--- src/rtl/regfile_dump_pkg.sv ---
// rtl/regfile_dump_pkg.sv - shared constants and state encoding for the register dump unit
// Purpose: FSM state encoding, first dumped index and the regfile geometry
// defaults shared with the processor's register file.
package regfile_dump_pkg;

  localparam int NREGS_DEF = 32;
  localparam int WIDTH_DEF = 32;
  localparam int IDX_W_DEF = 5;

  // r0 is hardwired to zero and never dumped
  localparam int FIRST_IDX = 1;

  typedef enum logic [1:0] {
    ST_IDLE = 2'd0,
    ST_READ = 2'd1,
    ST_SEND = 2'd2,
    ST_DONE = 2'd3
  } state_e;

endpackage

--- src/rtl/regfile_dump_if.sv ---
// rtl/regfile_dump_if.sv - beat stream interface carrying index/data/mismatch
// Purpose: valid/ready stream of dump beats.
// Ports (signals):
//   out_valid    master->slave  beat available
//   out_ready    slave->master  sink accepts the beat
//   out_idx      master->slave  register index of the beat
//   out_data     master->slave  register content
//   out_mismatch master->slave  content differs from the expected word
interface regfile_dump_if
  import regfile_dump_pkg::*;
#(
  parameter int IDX_W = IDX_W_DEF,
  parameter int WIDTH = WIDTH_DEF
);

  logic             out_valid;
  logic             out_ready;
  logic [IDX_W-1:0] out_idx;
  logic [WIDTH-1:0] out_data;
  logic             out_mismatch;

  modport master (
    output out_valid, out_idx, out_data, out_mismatch,
    input  out_ready
  );

  modport slave (
    input  out_valid, out_idx, out_data, out_mismatch,
    output out_ready
  );

endinterface

--- src/rtl/regfile_dump.sv ---
// rtl/regfile_dump.sv - walks GPR 1..NREGS-1, compares against expected memory, streams beats
// Purpose: post-run register readout and pass/fail check.
// Ports:
//   clk       in   clock, rising edge
//   reset     in   asynchronous active-low reset
//   start     in   one-cycle dump request, honoured only in IDLE
//   rf_ra     out  GPR read address (0 outside READ)
//   rf_rd     in   GPR read data, combinational from rf_ra
//   exp_ra    out  expected-memory read address, mirrors rf_ra
//   exp_rd    in   expected word, combinational from exp_ra
//   out       -    beat stream (master side)
//   busy      out  dump in progress, through the DONE cycle
//   done      out  one-cycle pulse at the end of a dump
//   pass      out  last completed dump had no mismatch
//   fail_idx  out  lowest mismatching index of the last dump, 0 if none
module regfile_dump
  import regfile_dump_pkg::*;
#(
  parameter int NREGS = NREGS_DEF,
  parameter int WIDTH = WIDTH_DEF,
  parameter int IDX_W = IDX_W_DEF
) (
  input  logic             clk,
  input  logic             reset,
  input  logic             start,
  output logic [IDX_W-1:0] rf_ra,
  input  logic [WIDTH-1:0] rf_rd,
  output logic [IDX_W-1:0] exp_ra,
  input  logic [WIDTH-1:0] exp_rd,
  regfile_dump_if.master   out,
  output logic             busy,
  output logic             done,
  output logic             pass,
  output logic [IDX_W-1:0] fail_idx
);

  localparam logic [IDX_W-1:0] IDX_FIRST = IDX_W'(FIRST_IDX);
  localparam logic [IDX_W-1:0] IDX_LAST  = IDX_W'(NREGS - 1);

  state_e           state_q, state_d;
  logic [IDX_W-1:0] idx_q, idx_d;
  logic             mm_flag_q, mm_flag_d;
  logic [IDX_W-1:0] first_fail_q, first_fail_d;
  logic [IDX_W-1:0] out_idx_q, out_idx_d;
  logic [WIDTH-1:0] out_data_q, out_data_d;
  logic             out_mm_q, out_mm_d;
  logic             pass_q, pass_d;
  logic [IDX_W-1:0] fail_idx_q, fail_idx_d;

  // State register
  always_ff @(posedge clk or negedge reset) begin
    if (!reset) begin
      state_q      <= ST_IDLE;
      idx_q        <= '0;
      mm_flag_q    <= 1'b0;
      first_fail_q <= '0;
      out_idx_q    <= '0;
      out_data_q   <= '0;
      out_mm_q     <= 1'b0;
      pass_q       <= 1'b0;
      fail_idx_q   <= '0;
    end else begin
      state_q      <= state_d;
      idx_q        <= idx_d;
      mm_flag_q    <= mm_flag_d;
      first_fail_q <= first_fail_d;
      out_idx_q    <= out_idx_d;
      out_data_q   <= out_data_d;
      out_mm_q     <= out_mm_d;
      pass_q       <= pass_d;
      fail_idx_q   <= fail_idx_d;
    end
  end

  // Next-state logic
  always_comb begin
    state_d      = state_q;
    idx_d        = idx_q;
    mm_flag_d    = mm_flag_q;
    first_fail_d = first_fail_q;
    out_idx_d    = out_idx_q;
    out_data_d   = out_data_q;
    out_mm_d     = out_mm_q;
    pass_d       = pass_q;
    fail_idx_d   = fail_idx_q;
    case (state_q)
      ST_IDLE: begin
        if (start) begin
          idx_d        = IDX_FIRST;
          mm_flag_d    = 1'b0;
          first_fail_d = '0;
          state_d      = ST_READ;
        end
      end
      ST_READ: begin
        out_idx_d  = idx_q;
        out_data_d = rf_rd;
        out_mm_d   = (rf_rd != exp_rd);
        state_d    = ST_SEND;
      end
      ST_SEND: begin
        if (out.out_ready) begin
          // indices ascend, so the first recorded fail is the lowest one
          if (out_mm_q && !mm_flag_q) begin
            first_fail_d = idx_q;
            mm_flag_d    = 1'b1;
          end
          // terminal test before increment keeps idx from wrapping
          if (idx_q == IDX_LAST) begin
            state_d = ST_DONE;
          end else begin
            idx_d   = idx_q + 1'b1;
            state_d = ST_READ;
          end
        end
      end
      ST_DONE: begin
        pass_d     = !mm_flag_q;
        fail_idx_d = first_fail_q;
        state_d    = ST_IDLE;
      end
      default: state_d = ST_IDLE;
    endcase
  end

  // Output logic
  always_comb begin
    rf_ra         = '0;
    out.out_valid = 1'b0;
    busy          = 1'b1;
    done          = 1'b0;
    case (state_q)
      ST_IDLE: busy          = 1'b0;
      ST_READ: rf_ra         = idx_q;
      ST_SEND: out.out_valid = 1'b1;
      ST_DONE: done          = 1'b1;
      default: busy          = 1'b0;
    endcase
  end

  assign exp_ra           = rf_ra;
  assign out.out_idx      = out_idx_q;
  assign out.out_data     = out_data_q;
  assign out.out_mismatch = out_mm_q;
  assign pass             = pass_q;
  assign fail_idx         = fail_idx_q;

endmodule

--- src/flat_wrapper.sv ---
// flat-port wrapper written by rule: the top's interface ports become plain ports
module regfile_dump_flat import regfile_dump_pkg::*;
#(
  parameter int NREGS = NREGS_DEF,
  parameter int WIDTH = WIDTH_DEF,
  parameter int IDX_W = IDX_W_DEF
)
  (clk, reset, start, rf_ra, rf_rd, exp_ra, exp_rd, busy, done, pass, fail_idx, out_out_valid, out_out_idx, out_out_data, out_out_mismatch, out_out_ready);
  regfile_dump_if #(.IDX_W(IDX_W), .WIDTH(WIDTH)) out_i ();
  input  logic clk;
  input  logic reset;
  input  logic start;
  output logic [IDX_W-1:0] rf_ra;
  input  logic [WIDTH-1:0] rf_rd;
  output logic [IDX_W-1:0] exp_ra;
  input  logic [WIDTH-1:0] exp_rd;
  output logic busy;
  output logic done;
  output logic pass;
  output logic [IDX_W-1:0] fail_idx;
  output wire logic [$bits(out_i.out_valid)-1:0] out_out_valid;
  output wire logic [$bits(out_i.out_idx)-1:0] out_out_idx;
  output wire logic [$bits(out_i.out_data)-1:0] out_out_data;
  output wire logic [$bits(out_i.out_mismatch)-1:0] out_out_mismatch;
  input wire logic [$bits(out_i.out_ready)-1:0] out_out_ready;
  assign out_out_valid = out_i.out_valid;
  assign out_out_idx = out_i.out_idx;
  assign out_out_data = out_i.out_data;
  assign out_out_mismatch = out_i.out_mismatch;
  assign out_i.out_ready = out_out_ready;
  regfile_dump #(.NREGS(NREGS), .WIDTH(WIDTH), .IDX_W(IDX_W)) u_core (.clk(clk), .reset(reset), .start(start), .rf_ra(rf_ra), .rf_rd(rf_rd), .exp_ra(exp_ra), .exp_rd(exp_rd), .out(out_i), .busy(busy), .done(done), .pass(pass), .fail_idx(fail_idx));
endmodule
--- config.mk ---
export PLATFORM = sky130hd
export DESIGN_NAME = regfile_dump_flat
export DESIGN_NICKNAME = d
export VERILOG_FILES = /design/src/rtl/regfile_dump_pkg.sv /design/src/rtl/regfile_dump_if.sv /design/src/rtl/regfile_dump.sv /design/src/flat_wrapper.sv
export SDC_FILE = /design/constraint.sdc
export NUM_CORES = 1
export LEC_CHECK = 0
export CAP_MARGIN = 20
export CORE_ASPECT_RATIO = 1.25
export CORE_MARGIN = 5
export CORE_UTILIZATION = 37
export CTS_CLUSTER_DIAMETER = 120
export CTS_CLUSTER_SIZE = 14
export DETAILED_ROUTE_END_ITERATION = 8
export GPL_TIMING_DRIVEN = 0
export PLACE_DENSITY = 0.83
export SYNTH_ARGS = -nofsm -noshare
export SYNTH_HDL_FRONTEND = slang
export SYNTH_SLANG_ARGS = --single-unit
--- constraint.sdc ---
create_clock -name clk -period 1.85 [get_ports clk]
set_clock_uncertainty 0.15 [all_clocks]
set_input_delay 0.555 -clock clk [delete_from_list [all_inputs] [get_ports clk]]
set_output_delay 0.555 -clock clk [all_outputs]
set_load 0.01 [all_outputs]
==> results of run 1 <==
[worst max path at each step]
stage	to	depth (start not counted)	slack [ns]
global placement	u_core.state_q[0]	1	-1.92
global route	rf_ra[0]	4	-0.24
CTS	rf_ra[2]	5	-0.27
finish	rf_ra[0]	4	-0.19
detailed placement	rf_ra[4]	6	-0.60
floorplan	rf_ra[1]	5	-0.03
[logic make-up (layout without fill, tap and decap cells)]
group | count (synthesis) | in the layout
muxes | 4 | 4
AOI/OAI and AO/OA | 24 | 24
xor gates and xnor gates | 33 | 33
buffers and inverters | 23 | 184
adders and majority gates | 2 | 2
DFF | 57 | 57
and+or+nand+nor | 138 | 138
[cells in the final DEF, fill, tap and decap left out, types with 2 or more instances in the layout]
master	n
ha_4	2
nand3b_1	2
nor2_1	3
nor2_4	2
a31o_1	3
nand2_1	100
nor3_1	2
nor2b_1	3
nand3_2	2
o21ai_0	3
buf_2	2
and2_4	3
dfrtp_1	54
xnor2_1	32
a21o_1	6
clkbuf_8	10
clkdlybuf4s50_1	65
buf_6	25
nand3_1	5
nor2b_4	2
o21ai_2	2
o21ai_1	3
clkbuf_1	5
inv_1	5
dlygate4sd2_1	44
nand2b_4	2
dfrtp_2	3
nand4_1	7
mux2_1	3
buf_4	23
[power breakdown]
group,internal (mW),switching (mW),total [mW],leakage [nW]
clock,0.507,0.458,0.965,0.0794
combinational,1.57,1.57,3.14,1.43
sequential,1.76,0.295,2.05,0.717
[routing by layer]
layer  share of wire, %  global-route usage, %
met3                 12                   7.88
met1                 36                   20.2
met2                 50                   32.0
met4                2.1                   8.91
met5                  0                      0
[worst reg2reg max path: stages (launching register included)]
cell      delay [ns]
dfrtp_2         0.43
ha_4            0.17
and3_4          0.18
ha_4            0.15
nand3b_1        0.25
a21oi_4         0.32
a21bo_1         0.17
a21oi_1         0.06
[cell type report]
type / count / area [um^2]
Sequential cell: 57 / 1430
Multi-Input combinational cell: 201 / 1270
Buffer: 12 / 103
Clock inverter: 1 / 5.00
Fill cell: 594 / 2490
Clock buffer: 13 / 149
Timing Repair Buffer: 151 / 1440
Inverter: 7 / 28.8
Tap cell: 90 / 113
[per-stage QoR]
step | instances | hold slack (ns) | TNS (ns) | power, mW
2_1_floorplan | 281 | 0.109 | -0.0984 | 3.40
3_3_place_gp | 495 | 0.307 | -104.51 | 4.86
3_5_place_dp | 496 | 0.314 | -7.86 | 4.96
4_1_cts | 523 | 0.0608 | -2.77 | 5.95
5_1_grt | 532 | 0.0937 | -3.06 | 6.63
6_report | 532 | 0.0567 | -2.09 | 6.16
[flip-flops by register name, indices dropped and copies added (netlist names)]
signal,flops
u_core.out.out_mismatch,1
u_core.state_q,2
u_core.pass,1
u_core.idx_q,5
u_core.out.out_data,32
u_core.out.out_idx,5
u_core.fail_idx,5
u_core.first_fail_q,5
u_core.mm_flag_q,1
[timing repair]
item	in CTS	in global routing
hold buffers	0	0
endpoints found under the setup margin	62	22
setup buffers	14	13
gates resized for setup	129	28
pin swaps	9	10
==> results.txt, run 1 <==
Outcome -> finished with violations
Top-count cell post-synth -> nand2_1
Post-Syn Area -> 2700 um^2
TritonCTS clock tree -> built
Port buffer count -> 124
Worst vdd ir -> 0.714 mV
Clock buffer depth -> 2
Synth async-reset ratio -> 100%
Gr ovfl total -> 0
H-Tree Depth -> 3
Finish-stage setup viols -> 18
Cts bufs inserted -> 9
Worst-path cell chain -> nor2b_4, and2_4, buf_6, buf_6
Net count after synthesis -> 351
DR WL/cell -> 16.0 um
Placed inst area -> 4070 um^2
Synth Area in Compound Gates -> 6.31%
Final core utilization -> 64.6%
Final Hold Vio Count -> 0
Synth area leader -> dfrtp_1
Post-synth cell types -> 38
DRC viols -> 0
Worst slack, placed -> -0.603 ns
Synth cell count leaders -> nand2_1, dfrtp_1, xnor2_1
Most frequent CP cell -> buf_6
Buf+Inv Stages, Crit Path -> 2
R2r setup slk -> -0.15 ns
Period utilization -> 110%
DR pass1 iterations -> 4
Inserted Diodes -> 0
R2r worst-path depth -> 7
Multiplexer share of the synthesized area -> 1.81%
Power Dens Cells -> 1360 nW/um^2
Final Cell Area -> 4530 um^2
Largest family of logic cells by synthesized area -> simple AND/OR/NAND/NOR gates
Worst path top cell family by delay -> flip-flops
Adder-Cell Fraction of Synth Area -> 0.928%
Final WS setup -> -0.187 ns
Detailed placement HPWL -> 6200 um
Post-synth EDFFs -> 0
Initial antenna violation count -> 0
RSZ-0062 raised after global routing -> true
Simple-Gate Fraction of Synth Area -> 22.4%
Yosys reg bits -> 57
Failing checks -> setup timing
Worst-Skew Late Latency -> 0.33 ns
LEAKAGE -> 2.23 nW
YS warnings -> 0
CP startpoint kind -> flip-flop
Dominant synthesized flop cell -> dfrtp_1
Fmax -> 491 MHz
Vias in the first global route -> 2698
Drt via density -> 4.81
Drt initial violations -> 89
Via count of the routed design -> 2561
Gate Count Post-Synth -> 281
Max_cap viols -> 0
GP Congestion -> 0.904
FF-to-FF End -> u_core.idx_q[2]
Post-Synth XOR/XNOR Area -> 10.7%
FF-to-FF Start -> u_core.idx_q[0]
Clk root buf -> clkbuf_8
Share of the synthesized area in the top cell type -> 52.9%
Crit-path max cell delay -> 0.45 ns
Total Routing Usage GR -> 18.9%
Core ar. -> 7020 um^2
I/O Pins -> 125
Worst slew pin tran -> 0.560 ns
Critical Path RT -> 1.14 ns
Max-slew violation count -> 0
Detail Route Antenna Nets -> 0
Slowest stage cell on the critical path -> dfrtp_2
Top post-synthesis cells by area -> dfrtp_1, nand2_1, xnor2_1, buf_4, a21o_1
First-pass GRT wire length -> 13300 um
Slew headroom -> 62.6%
Syn avg cell area -> 9.60 um^2
Die W -> 86.4 um
Area Overhead vs Synth -> 68.1%
Drt total wl -> 8490 um
Worst Path Max Fanout -> 4
Crit path launch -> u_core.state_q[1]
Ratio of cells with drive above 1 in the final layout -> 20.4%
CP endpoint kind -> output pin
Num Clock Sinks -> 57
Die area -> 9110 um^2
Starting Density -> 38.4%
Register area share after synthesis -> 52.9%
FP Rows -> 34
CP Data Arrival Time -> 1.33 ns
Min-Delay Path Class -> in2async
Maximum number of pins on one net before global-route repair -> 36
Layout Nets -> 509
CTS clk-pin slew, worst paths -> 0.07 ns
Min Tclk post-route -> 2.04 ns
Die Ht -> 105 um
Critical path type -> reg2out
Power figures use the tool's default switching activity.
==> run 2, diff against run 1 <==
- CORE_MARGIN: 5 -> 10
- GPL_TIMING_DRIVEN: 0 -> default
- clock period: 1.85 -> 1.8 ns (I/O delays scaled with it)
==> results.txt, run 2 (same netlist as run 1, synthesis figures left out) <==
DR pass1 iterations -> 4 (unchanged)
FP Rows -> 34 (unchanged)
CP startpoint kind -> flip-flop
Die W -> 96.4 um (+12%)
Worst slew pin tran -> 0.375 ns (-0.185 ns)
Most frequent CP cell -> buf_6
Slew headroom -> 74.9% (+12 points)
CP endpoint kind -> output pin
Initial antenna violation count -> 0 (unchanged)
Clock buffer depth -> 2 (unchanged)
Post-Route M1 WL -> 3290 um (+8.5%)
FF-to-FF End -> u_core.idx_q[2]
Fillers -> 578 (-2.7%)
Total Routing Usage GR -> 15.9% (-3.0 points)
DRC viols -> 0 (unchanged)
Detail Route Antenna Nets -> 0 (unchanged)
Crit path launch -> u_core.state_q[1]
Inserted Diodes -> 0 (unchanged)
Period utilization -> 111%
Slowest stage cell on the critical path -> dfrtp_1
GP Congestion -> 0.842 (-7.0%)
Worst Path Max Fanout -> 5 (+1)
Detailed placement HPWL -> 6880 um (+11%)
Core ar. -> 7020 um^2 (unchanged)
R2r setup slk -> -0.20 ns (-0.05 ns)
Drt initial violations -> 76 (-15%)
Clk root buf -> clkbuf_8
Final Cell Area -> 4690 um^2 (+3.5%)
Buf+Inv Stages, Crit Path -> 2 (unchanged)
DR WL/cell -> 16.9 um (+6.1%)
Placed inst area -> 4260 um^2 (+4.6%)
Area Overhead vs Synth -> 73.9%
Failing checks -> setup timing
Layout Nets -> 526 (+3.3%)
Worst vdd ir -> 0.661 mV (-7.3%)
I/O Pins -> 125 (unchanged)
Fmax -> 500 MHz
Worst-path cell chain -> buf_6, nor2b_4, and2_4, buf_6
Critical Path RT -> 1.11 ns (-0.03 ns)
Cts bufs inserted -> 9 (unchanged)
Worst-Skew Late Latency -> 0.33 ns (about the same)
Met3 wire len -> 1240 um (+20%)
Min Tclk post-route -> 2.00 ns
Vias in the first global route -> 2726 (+1.0%)
Drt total wl -> 9320 um (+9.7%)
Commonest non-fill, non-tap cell in the layout -> nand2_1
Num Clock Sinks -> 57 (unchanged)
Total negative slack -> -2.55 ns (-0.458 ns)
Die Ht -> 115 um (+9.5%)
H-Tree Depth -> 3 (unchanged)
CP Data Arrival Time -> 1.31 ns (-0.02 ns)
LEAKAGE -> 2.33 nW (+4.4%)
Power Dens Cells -> 1440 nW/um^2 (+5.8%)
Max_cap viols -> 0 (unchanged)
First-pass GRT wire length -> 13500 um (+1.9%)
Worst path top cell family by delay -> flip-flops
Die area -> 11100 um^2 (+22%)
Via count of the routed design -> 2622 (+2.4%)
RSZ-0062 raised after global routing -> true
Outcome -> finished with violations
Port buffer count -> 124 (unchanged)
CTS clk-pin slew, worst paths -> 0.07 ns (about the same)
Crit-path max cell delay -> 0.41 ns (-0.04 ns)
Most frequent cells in the layout -> nand2_1, clkdlybuf4s50_1, dfrtp_1
R2r worst-path depth -> 7 (unchanged)
FF-to-FF Start -> u_core.idx_q[0]
Final WS setup -> -0.201 ns (-0.0139 ns)
Maximum number of pins on one net before global-route repair -> 58 (+61%)
Max layer used -> met4
TritonCTS clock tree -> built
Gr ovfl total -> 0 (unchanged)
WL met2 -> 4630 um (+8.9%)
Starting Density -> 38.4% (unchanged)
Final Hold Vio Count -> 0 (unchanged)
Drt via density -> 4.77 (-0.97%)
Max reg flops -> 32 (unchanged)
Ratio of cells with drive above 1 in the final layout -> 24.1% (+3.8 points)
Finish-stage setup viols -> 18 (unchanged)
Power Total -> 6.75 mW (+9.5%)
Min-Delay Path Class -> in2async
Critical path type -> reg2out
Worst path depth -> 4 (unchanged)
Max-slew violation count -> 0 (unchanged)
==> run 2: power by group <==
group,internal (mW),switching [mW]
Sequential,1.80,0.293
Clock,0.806,0.505
Combinational,1.69,1.65
Total,4.30,2.45
==> run 2: how the worst max path moves through the flow <==
stage / to / slack (ns)
global route: u_core.idx_q[2] / -0.30
finish: exp_ra[2] / -0.20
floorplan: u_core.idx_q[0] / -0.000001
detailed placement: u_core.out.out_mismatch / -0.30
CTS: rf_ra[3] / -0.20
global placement: u_core.out.out_mismatch / -0.28
==> run 2: metal layers <==
metal	up-vias	GRT usage (%)
met2	116	26.8
li1	1246	-
met5	-	0
met4	0	6.21
met3	14	9.58
met1	1246	15.6
==> run 2: timing repair <==
item                                    in CTS  in global routing
endpoints found under the setup margin      62                 23
pin swaps                                   12                  6
buffers inserted                             9                 10
resized for setup                          124                 14
hold buffers                                 0                  0
==> run 2: worst reg2reg max path, cell delays in order (launching register included) <==
cell	delay (ns)
dfrtp_1	0.40
ha_2	0.20
and3_4	0.18
ha_4	0.15
nand3b_1	0.24
a21oi_4	0.31
a21bo_1	0.18
a21oi_2	0.06
==> run 2: final cells by class <==
type / count / area (um^2) / area share (%)
Clock buffer: 10 / 138 / 2.94
Clock inverter: 5 / 80.1 / 1.71
Inverter: 7 / 26.3 / 0.560
Multi-Input combinational cell: 201 / 1240 / 26.4
Sequential cell: 57 / 1430 / 30.5
Tap cell: 90 / 113 / 2.40
Timing Repair Buffer: 180 / 1660 / 35.5
==> run 2: per-stage QoR <==
stage          worst slack, ns  hold WS, ns  std cells  util [%]
5_1_grt                 -0.295       0.0734        550      66.8
3_5_place_dp            -0.297        0.312        516      60.7
4_1_cts                 -0.205       0.0603        540      65.0
6_report                -0.201       0.0603        550      66.8
3_3_place_gp            -0.277        0.307        516      60.7
2_1_floorplan      -0.00000144       0.0944        281         -
